===== src/rtl/hazard_interlock_ctrl_pkg.sv =====
// Shared definitions for the 5-stage pipeline interlock controller.
// Holds the NOP encoding, the stage enumeration, the default return-address
// register and the tracker entry layout used for in-flight destinations.
package hazard_interlock_ctrl_pkg;

  // Default return-address register, read by ret and written by call.
  localparam int RA_REG_DEF = 31;

  // Tracker rd field width; covers any REG_AW up to this value.
  localparam int RD_MAX_W = 8;

  // Encoding the datapath loads into the OF/EX latch for a bubble.
  localparam logic [31:0] NOP_INSN = 32'h6800_0000;

  typedef enum logic [2:0] {STG_IF, STG_OF, STG_EX, STG_MA, STG_RW} stage_e;

  // Tracker covers EX, MA and RW.
  localparam int TRK_DEPTH = 3;

  typedef struct packed {
    logic                vld;
    logic                wb;
    logic [RD_MAX_W-1:0] rd;
    logic                isld;
  } trk_entry_t;

  // Tracker slot for a pipeline stage (EX is slot 0).
  function automatic int trk_slot(stage_e s);
    return int'(s) - int'(STG_EX);
  endfunction

endpackage


===== src/rtl/hazard_interlock_ctrl_sat_counter.sv =====
// Saturating event counter.
// Ports:
//   clk  rising-edge clock
//   rst  synchronous active-high clear
//   inc  count one event this cycle
//   cnt  events since reset, holds at all-ones
module sat_counter #(
  parameter int CNT_W = 32
) (
  input  logic             clk,
  input  logic             rst,
  input  logic             inc,
  output logic [CNT_W-1:0] cnt
);

  always_ff @(posedge clk) begin
    if (rst)
      cnt <= '0;
    else if (inc && (cnt != '1))
      cnt <= cnt + CNT_W'(1);
  end

endmodule


===== src/rtl/hazard_interlock_ctrl.sv =====
// Pipeline interlock controller for the IF/OF/EX/MA/RW core.
// Tracks destinations in flight in EX/MA/RW and stalls the OF instruction
// while any of its register-file sources would be read stale. A taken
// branch squashes the OF slot and wins over a hazard. No data forwarding.
// Ports:
//   clk, rst          clock, synchronous active-high reset
//   of_valid          OF holds a real instruction
//   of_rs1/of_rs2     source registers, of_use1/of_use2 qualify them
//   of_rd/of_wb       destination and write-back enable of OF instruction
//   of_isld           OF instruction is a load
//   br_taken          EX resolved a taken branch this cycle
//   stall             hold PC and IF/OF latch
//   ex_bubble         load NOP into OF/EX latch at next edge
//   of_squash         kill OF instruction (branch shadow)
//   wb_expect/rd_exp  RW entry writes back / its destination
//   stall_cnt         stalled cycles since reset (saturating)
//   flush_cnt         taken-branch cycles since reset (saturating)
module hazard_interlock_ctrl
  import hazard_interlock_ctrl_pkg::*;
#(
  parameter int REG_AW = 5,
  parameter int RA_REG = RA_REG_DEF,
  parameter bit FWD_EN = 1'b0,
  parameter int CNT_W  = 32
) (
  input  logic              clk,
  input  logic              rst,
  input  logic              of_valid,
  input  logic [REG_AW-1:0] of_rs1,
  input  logic [REG_AW-1:0] of_rs2,
  input  logic              of_use1,
  input  logic              of_use2,
  input  logic [REG_AW-1:0] of_rd,
  input  logic              of_wb,
  input  logic              of_isld,
  input  logic              br_taken,
  output logic              stall,
  output logic              ex_bubble,
  output logic              of_squash,
  output logic              wb_expect,
  output logic [REG_AW-1:0] wb_rd_exp,
  output logic [CNT_W-1:0]  stall_cnt,
  output logic [CNT_W-1:0]  flush_cnt
);

  localparam int SL_EX = trk_slot(STG_EX);
  localparam int SL_RW = trk_slot(STG_RW);

  // RA_REG only has to be addressable; callers pre-mux it onto rs1/rd.
  if ((REG_AW > RD_MAX_W) || (RA_REG >= (1 << REG_AW))) begin : g_cfg_err
    $error("hazard_interlock_ctrl: REG_AW/RA_REG out of range");
  end

  trk_entry_t [TRK_DEPTH-1:0] trk;
  trk_entry_t                 issue_ent;
  logic [TRK_DEPTH-1:0]       hit1, hit2;
  logic                       m1, m2, hazard, issue;

  // Per-slot destination compare. RW still counts: the register file
  // writes on the same edge OF reads, so there is no write-through.
  for (genvar k = 0; k < TRK_DEPTH; k++) begin : g_cmp
    assign hit1[k] = trk[k].vld & trk[k].wb & (trk[k].rd == RD_MAX_W'(of_rs1));
    assign hit2[k] = trk[k].vld & trk[k].wb & (trk[k].rd == RD_MAX_W'(of_rs2));
  end

  if (FWD_EN) begin : g_fwd
    // Forwarding covers everything except a load still in EX.
    assign m1 = hit1[SL_EX] & trk[SL_EX].isld;
    assign m2 = hit2[SL_EX] & trk[SL_EX].isld;
  end else begin : g_nofwd
    assign m1 = |hit1;
    assign m2 = |hit2;
  end

  always_comb begin
    hazard    = of_valid & ((of_use1 & m1) | (of_use2 & m2));
    issue     = of_valid & ~hazard & ~br_taken;
    stall     = hazard & ~br_taken;
    ex_bubble = hazard | br_taken | ~of_valid;
    of_squash = br_taken;

    issue_ent = '0;
    if (issue) begin
      issue_ent.vld  = 1'b1;
      issue_ent.wb   = of_wb;
      issue_ent.rd   = RD_MAX_W'(of_rd);
      issue_ent.isld = of_isld;
    end
  end

  // EX..RW always advance; a stalled or squashed OF slot enters as a bubble.
  always_ff @(posedge clk) begin
    if (rst)
      trk <= '0;
    else
      trk <= {trk[TRK_DEPTH-2:0], issue_ent};
  end

  assign wb_expect = trk[SL_RW].vld & trk[SL_RW].wb;
  assign wb_rd_exp = trk[SL_RW].rd[REG_AW-1:0];

  // The load flag of the oldest entry has no consumer.
  logic unused_ok;
  assign unused_ok = &{1'b0, trk[SL_RW].isld};

  sat_counter #(.CNT_W(CNT_W)) u_stall_cnt (
    .clk (clk),
    .rst (rst),
    .inc (stall),
    .cnt (stall_cnt)
  );

  sat_counter #(.CNT_W(CNT_W)) u_flush_cnt (
    .clk (clk),
    .rst (rst),
    .inc (br_taken),
    .cnt (flush_cnt)
  );

endmodule


===== config.mk =====
export PLATFORM = sky130hd
export DESIGN_NAME = hazard_interlock_ctrl
export DESIGN_NICKNAME = d
export VERILOG_FILES = /design/src/rtl/hazard_interlock_ctrl_pkg.sv /design/src/rtl/hazard_interlock_ctrl_sat_counter.sv /design/src/rtl/hazard_interlock_ctrl.sv
export SDC_FILE = /design/constraint.sdc
export NUM_CORES = 1
export LEC_CHECK = 0
export CAP_MARGIN = 10
export CORE_UTILIZATION = 40
export CTS_CLUSTER_DIAMETER = 120
export CTS_CLUSTER_SIZE = 12
export DETAILED_ROUTE_END_ITERATION = 6
export HOLD_SLACK_MARGIN = 0.08
export PLACE_DENSITY = 0.64
export SYNTH_ARGS = -nofsm -noshare
export SYNTH_HDL_FRONTEND = slang
export SYNTH_SLANG_ARGS = --single-unit

===== constraint.sdc =====
create_clock -name clk -period 4.8 [get_ports clk]
set_input_delay 0.96 -clock clk [delete_from_list [all_inputs] [get_ports clk]]
set_output_delay 0.96 -clock clk [all_outputs]
set_load 0.01 [all_outputs]

# Word level (Yosys, flattened, before mapping)
# Index checks and enable logic that the tools add are counted.
[totals]
ff_bits = 94
input_bits = 23
output_inout_bits = 73
[classes]
add_sub_neg = 2
eq_ne = 8
muxes = 1
bitwise = 22
n_reduce_logical = 5
[ops]
columns = ["operator", "n"]
rows = [
  ["32-bit by 1-bit adder with 32-bit output, second input constant", 2],
  ["32-bit inequality test, second input constant", 2],
  ["8-bit by 5-bit equality test with 1-bit output", 6],
  ["1-bit bitwise AND", 15],
  ["11-bit 2-to-1 mux", 1],
  ["3-bit OR reduction", 2],
  ["1-bit inverter", 4],
  ["1-bit OR", 3],
  ["1-bit logical AND", 2],
  ["2-bit OR reduction", 1],
]

# Longest topological paths before layout
[depth]
depth_word = 11
depth_mapped = 8
mapped_depth_nobuf = 7

# By module
# A second synthesis with hierarchy kept.
[unflattened]
hier_cells = 504
area_unflattened_um2 = 4400.5
[by_module_without_submodules]
columns = ["module", "n_inst", "cells_per_inst", "area_each_um2", "seq_area_each_um2"]
rows = [
  ["sat_counter", 2, 199, 1674.1, 640.6],
  ["hazard_interlock_ctrl", 1, 106, 1052.3, 420.4],
]

# Least setup slack after synthesis
# No wires, ideal clock.
[synth_timing]
path_kind = "input -> output"
start = "input port of_rs2[4]"
end = "output port ex_bubble"
t_arrival_ns = 2.136
path_slack_ns = 1.704
path_stages = 7
n_path_buf = 2
cell_sequence = "xnor2_1 -> nand4_1 -> o22ai_1 -> nor3_1 -> clkbuf_1 -> buf_2 -> nand2_1"
[synth_between]
elab_chain_cells = 8
elab_cells_between_ends = 12
classes_between = "3 x eq/ne; 8 x bitwise; 1 x reduce/logical"
[synth_lines]
columns = ["element", "line", "source"]
rows = [
  ["start, declared", "hazard_interlock_ctrl.sv:30", "input logic [REG_AW-1:0] of_rs2,"],
  ["8-bit by 5-bit equality test with 1-bit output", "hazard_interlock_ctrl.sv:63", "assign hit2[k] = trk[k].vld & trk[k].wb & (trk[k].rd == RD_MAX_W'(of_rs2));"],
  ["1-bit bitwise AND", "hazard_interlock_ctrl.sv:63", ""],
  ["3-bit OR reduction (*)", "hazard_interlock_ctrl.sv:72", "assign m2 = |hit2;"],
  ["1-bit bitwise AND (*)", "hazard_interlock_ctrl.sv:76", "hazard = of_valid & ((of_use1 & m1) | (of_use2 & m2));"],
  ["1-bit OR (*)", "hazard_interlock_ctrl.sv:76", ""],
  ["1-bit bitwise AND (*)", "hazard_interlock_ctrl.sv:76", ""],
  ["1-bit OR (*) (2 in a row)", "hazard_interlock_ctrl.sv:79", "ex_bubble = hazard | br_taken | ~of_valid;"],
  ["end, declared", "hazard_interlock_ctrl.sv:38", "output logic ex_bubble,"],
]
# Mark *: on every way between the ends. The rest lies on a longest branch, timed or not.

# Worst setup path in the final report
[layout_timing]
start = "input port of_rs2[1]"
end = "output port stall"
[layout_between]
elab_chain_cells = 7
elab_cells_between_ends = 11
classes_between = "3 x eq/ne; 7 x bitwise; 1 x reduce/logical"
[layout_lines]
columns = ["element", "line", "source"]
rows = [
  ["8-bit by 5-bit equality test with 1-bit output", "hazard_interlock_ctrl.sv:63", ""],
  ["1-bit bitwise AND", "hazard_interlock_ctrl.sv:63", ""],
  ["3-bit OR reduction (*)", "hazard_interlock_ctrl.sv:72", ""],
  ["1-bit bitwise AND (*)", "hazard_interlock_ctrl.sv:76", ""],
  ["1-bit OR (*)", "hazard_interlock_ctrl.sv:76", ""],
  ["1-bit bitwise AND (*)", "hazard_interlock_ctrl.sv:76", ""],
  ["1-bit bitwise AND (*)", "hazard_interlock_ctrl.sv:78", "stall = hazard & ~br_taken;"],
  ["end, declared", "hazard_interlock_ctrl.sv:37", "output logic stall,"],
]
# Marks and branches as above.

==> out/results.tsv <==
metric	value	unit
status	completed	
setup skew after layout	0.0121	ns
count of unresolved DRC violations after routing	0	
number of max-slew violations in the final report	0	
critical-path maximum fanout	4	
cells taking the most area after synthesis	dfxtp_1 (40%), xnor2_1 (9.0%), nor2b_1 (4.7%)	
number of vias per cell	5.28	
worst path arrival time	2.97	ns
final sum of negative setup slack	0	ns
insertion delay of the later-clocked pin in the worst-skew pair	0.35	ns
antenna-violating nets left	0	
setup repair after global routing missed its margin	false	
GRT Total Usage	0.186	
cell area power density	254	nW/µm²
final worst-path cycle share	0.819	
top library cells by usage in the layout, fill and taps aside	clkdlybuf4s50_1 (93), dfxtp_1 (85), nor2_1 (52), xnor2_1 (44), nor2b_1 (32)	
transition time at the pin with the least slew margin	0.717	ns
total vias in the final route	3768	
synthesized instance count	489	
Pre-Repair DR Iteration Count	4	
ratio of cells with drive above 1 in the final layout	0.0986	
Worst Setup Start Kind	primary input	
die boundary height	106	µm
Sw Share	0.214	
most frequent standard cell in the layout excluding fill and tap cells	clkdlybuf4s50_1	
proportion of register bits with asynchronous set or reset after synthesis	0	
Logic pwr share	0.059	
maximum level of the CTS H-tree	3	
startpoint-to-endpoint class of the critical path	in2out	
cell leakage power	1.79	nW
clock tree from TritonCTS	built	
share of synthesized area occupied by flip-flops and latches	0.396	
wire length of the first global-routing pass	17.0	mm
syn_nets	514	
cell taking the most area after synthesis	dfxtp_1	
Register-to-Register Path Depth	7	
count of synthesis-stage warnings from yosys	0	
max-capacitance violation count	0	
combined area of all synthesized cells	4300	µm²
power share of the sequential group	0.507	
Net Switching	0.000303	W
#FFs+latches synth	85	
EDFF count, synth	0	
row cnt	37	
type of destination of the critical path	output pin	
number of clock buffers inserted by TritonCTS	9	
Relative slew margins	0.518	
Clk pwr share	0.434	
Peak Freq	254	MHz
total number of nets in the final design	598	
count of filler cells inserted in the layout	989	
Post CTS Setup Buffer Count	0	
final setup violation count	0	
clock tree buffer depth	2	
worst voltage drop across the vdd grid	209	µV
hold violation count in the final report	0	
drt first-iter violations	139	
top cell type's share of synthesized area	0.396	
leftover overflow at the end of global routing	0	
area of the core	10400	µm²
routability congestion estimate	0.777	
vias in the first global route	3495	
post-CTS sizing	0	
Die Footprint	11200	µm²
Setup WS pre-CTS	0.909	ns
Die Wd	106	µm
most common flop cell mapped by yosys	dfxtp_1	
total of hold buffers inserted after clock tree synthesis	0	
clock-pin slew on the worst setup and hold paths	0.08	ns
number of distinct standard cells referenced by the synthesized netlist	47	
diode count	0	
path class of the lowest-slack min-delay path	reg2reg	
Critical Path RT	3.84	ns
cell-internal power	0.00111	W
shortest period the worst path allows	3.93	ns
half-perimeter wire length after placement	7.21	mm
number of cells traversed by the worst hold path	1	
Final WS setup	0.867	ns
CTS Root Cell	clkbuf_8	
layout overhead on the synthesized area	29.5	%
effective utilization at floorplan	0.414	
wire length after detailed routing	10.1	mm
average wire length per cell after detail routing	14.2	µm
Post-Syn Area per Cell	8.79	µm²
maximum number of pins on one net before global-route repair	69	
number of primary I/O pins	96	
antenna violations before repair	0	
# clock sinks	85	
number of port buffers	94	
==> cell usage after synthesis (2+ instances only) <==
cell type  number
a21oi_1        22
ha_1            2
mux2_4          4
xor2_1          8
or2_2           2
nand3_1        26
nand4_1        26
nor4_2          2
o31ai_1         8
inv_1           7
nand4_4         2
nor2_1         52
or4_2           2
and4_1          7
or3_1          12
mux2_2         12
and2_1          4
nor3_2          2
and3_2          2
dfxtp_1        85
or4_1           9
nor4_1          7
nand2b_1        2
and3_1         10
buf_4           8
nand2_1        21
buf_6           2
mux2i_1         2
nor2b_1        32
nor4b_1         2
nor3_1         11
o22ai_1         3
xnor2_1        44
clkbuf_1       16
o21ai_0        13
nor3b_1         9
==> worst paths after layout <==
| kind | from | end | slack, ns |
|---|---|---|---|
| setup / recovery | of_rs2[1] | stall | 0.87 |
| hold / removal | trk[20]$_SDFF_PP0_ | trk[31]$_SDFF_PP0_ | 0.49 |
| setup reg to reg | u_flush_cnt.cnt[1]$_SDFFE_PP0P_ | u_flush_cnt.cnt[12]$_SDFFE_PP0P_ | 2.26 |
| hold reg to reg | trk[20]$_SDFF_PP0_ | trk[31]$_SDFF_PP0_ | 0.49 |
==> cell families after synthesis <==
kind of cell               after synthesis  synth area share
AOI/OAI and AO/OA                       53            0.0725
xor gates and xnor gates                52             0.106
adders and majority gates                2           0.00582
buffers and inverters                   34            0.0405
DFF                                     85             0.396
muxes                                   18            0.0501
and+or+nand+nor                        245             0.329
==> final cells by class <==
cell class	count	area [µm²]	share of cell area
multi-input cells	370	2430	0.436
flip-flops and latches	85	1700	0.306
repair buffers	100	993	0.179
well taps	136	170	0.0306
clock buffers	10	138	0.0247
clock inverters	6	110	0.0198
inverters	7	26.3	0.00472
==> metrics by stage <==
stage | util | total power, W | area (µm²) | hold WS [ns] | cells
6_report | 0.537 | 0.00141 | 5570 | 0.489 | 714
5_1_grt | 0.537 | 0.00147 | 5570 | 0.498 | 714
4_1_cts | 0.535 | 0.00143 | 5550 | 0.491 | 713
3_5_place_dp | 0.511 | 0.000814 | 5300 | 0.479 | 697
3_3_place_gp | 0.511 | 0.000813 | 5300 | 0.472 | 697
2_1_floorplan | - | 0.000775 | 4300 | 0.459 | 489
==> worst max-delay path, stage by stage <==
cell and delay, ns:
clkdlybuf4s50_1 0.59, xnor2_1 0.16, nand4_1 0.13, o22ai_1 0.21, nor3_2 0.11, nor2_1 0.22
clkdlybuf4s50_1 0.60
==> power groups by stage <==
stage                     clock network, W  registers (W)   logic, W
after global routing              0.000659       0.000717  0.0000917
after floorplan                          0       0.000732  0.0000430
after global placement                   0       0.000732  0.0000806
after detailed placement                 0       0.000732  0.0000820
final                             0.000614       0.000716  0.0000835
after CTS                         0.000634       0.000716  0.0000827
==> registers in the layout (all words and copies together), names as in the netlist <==
| signal | flops |
|---|---|
| wb_rd_exp | 5 |
| trk | 16 |
| u_stall_cnt.cnt | 32 |
| u_flush_cnt.cnt | 32 |
==> layer usage <==
layer  vias to the layer above  routed length [µm]  GRT usage
met3                        11                 409     0.0377
met2                        74                4680      0.290
met5                         -                   0          0
met1                      1784                4930      0.255
li1                       1899                   -          -
met4                         0                 114     0.0605
Note: power is estimated with default switching activity, not from simulation.
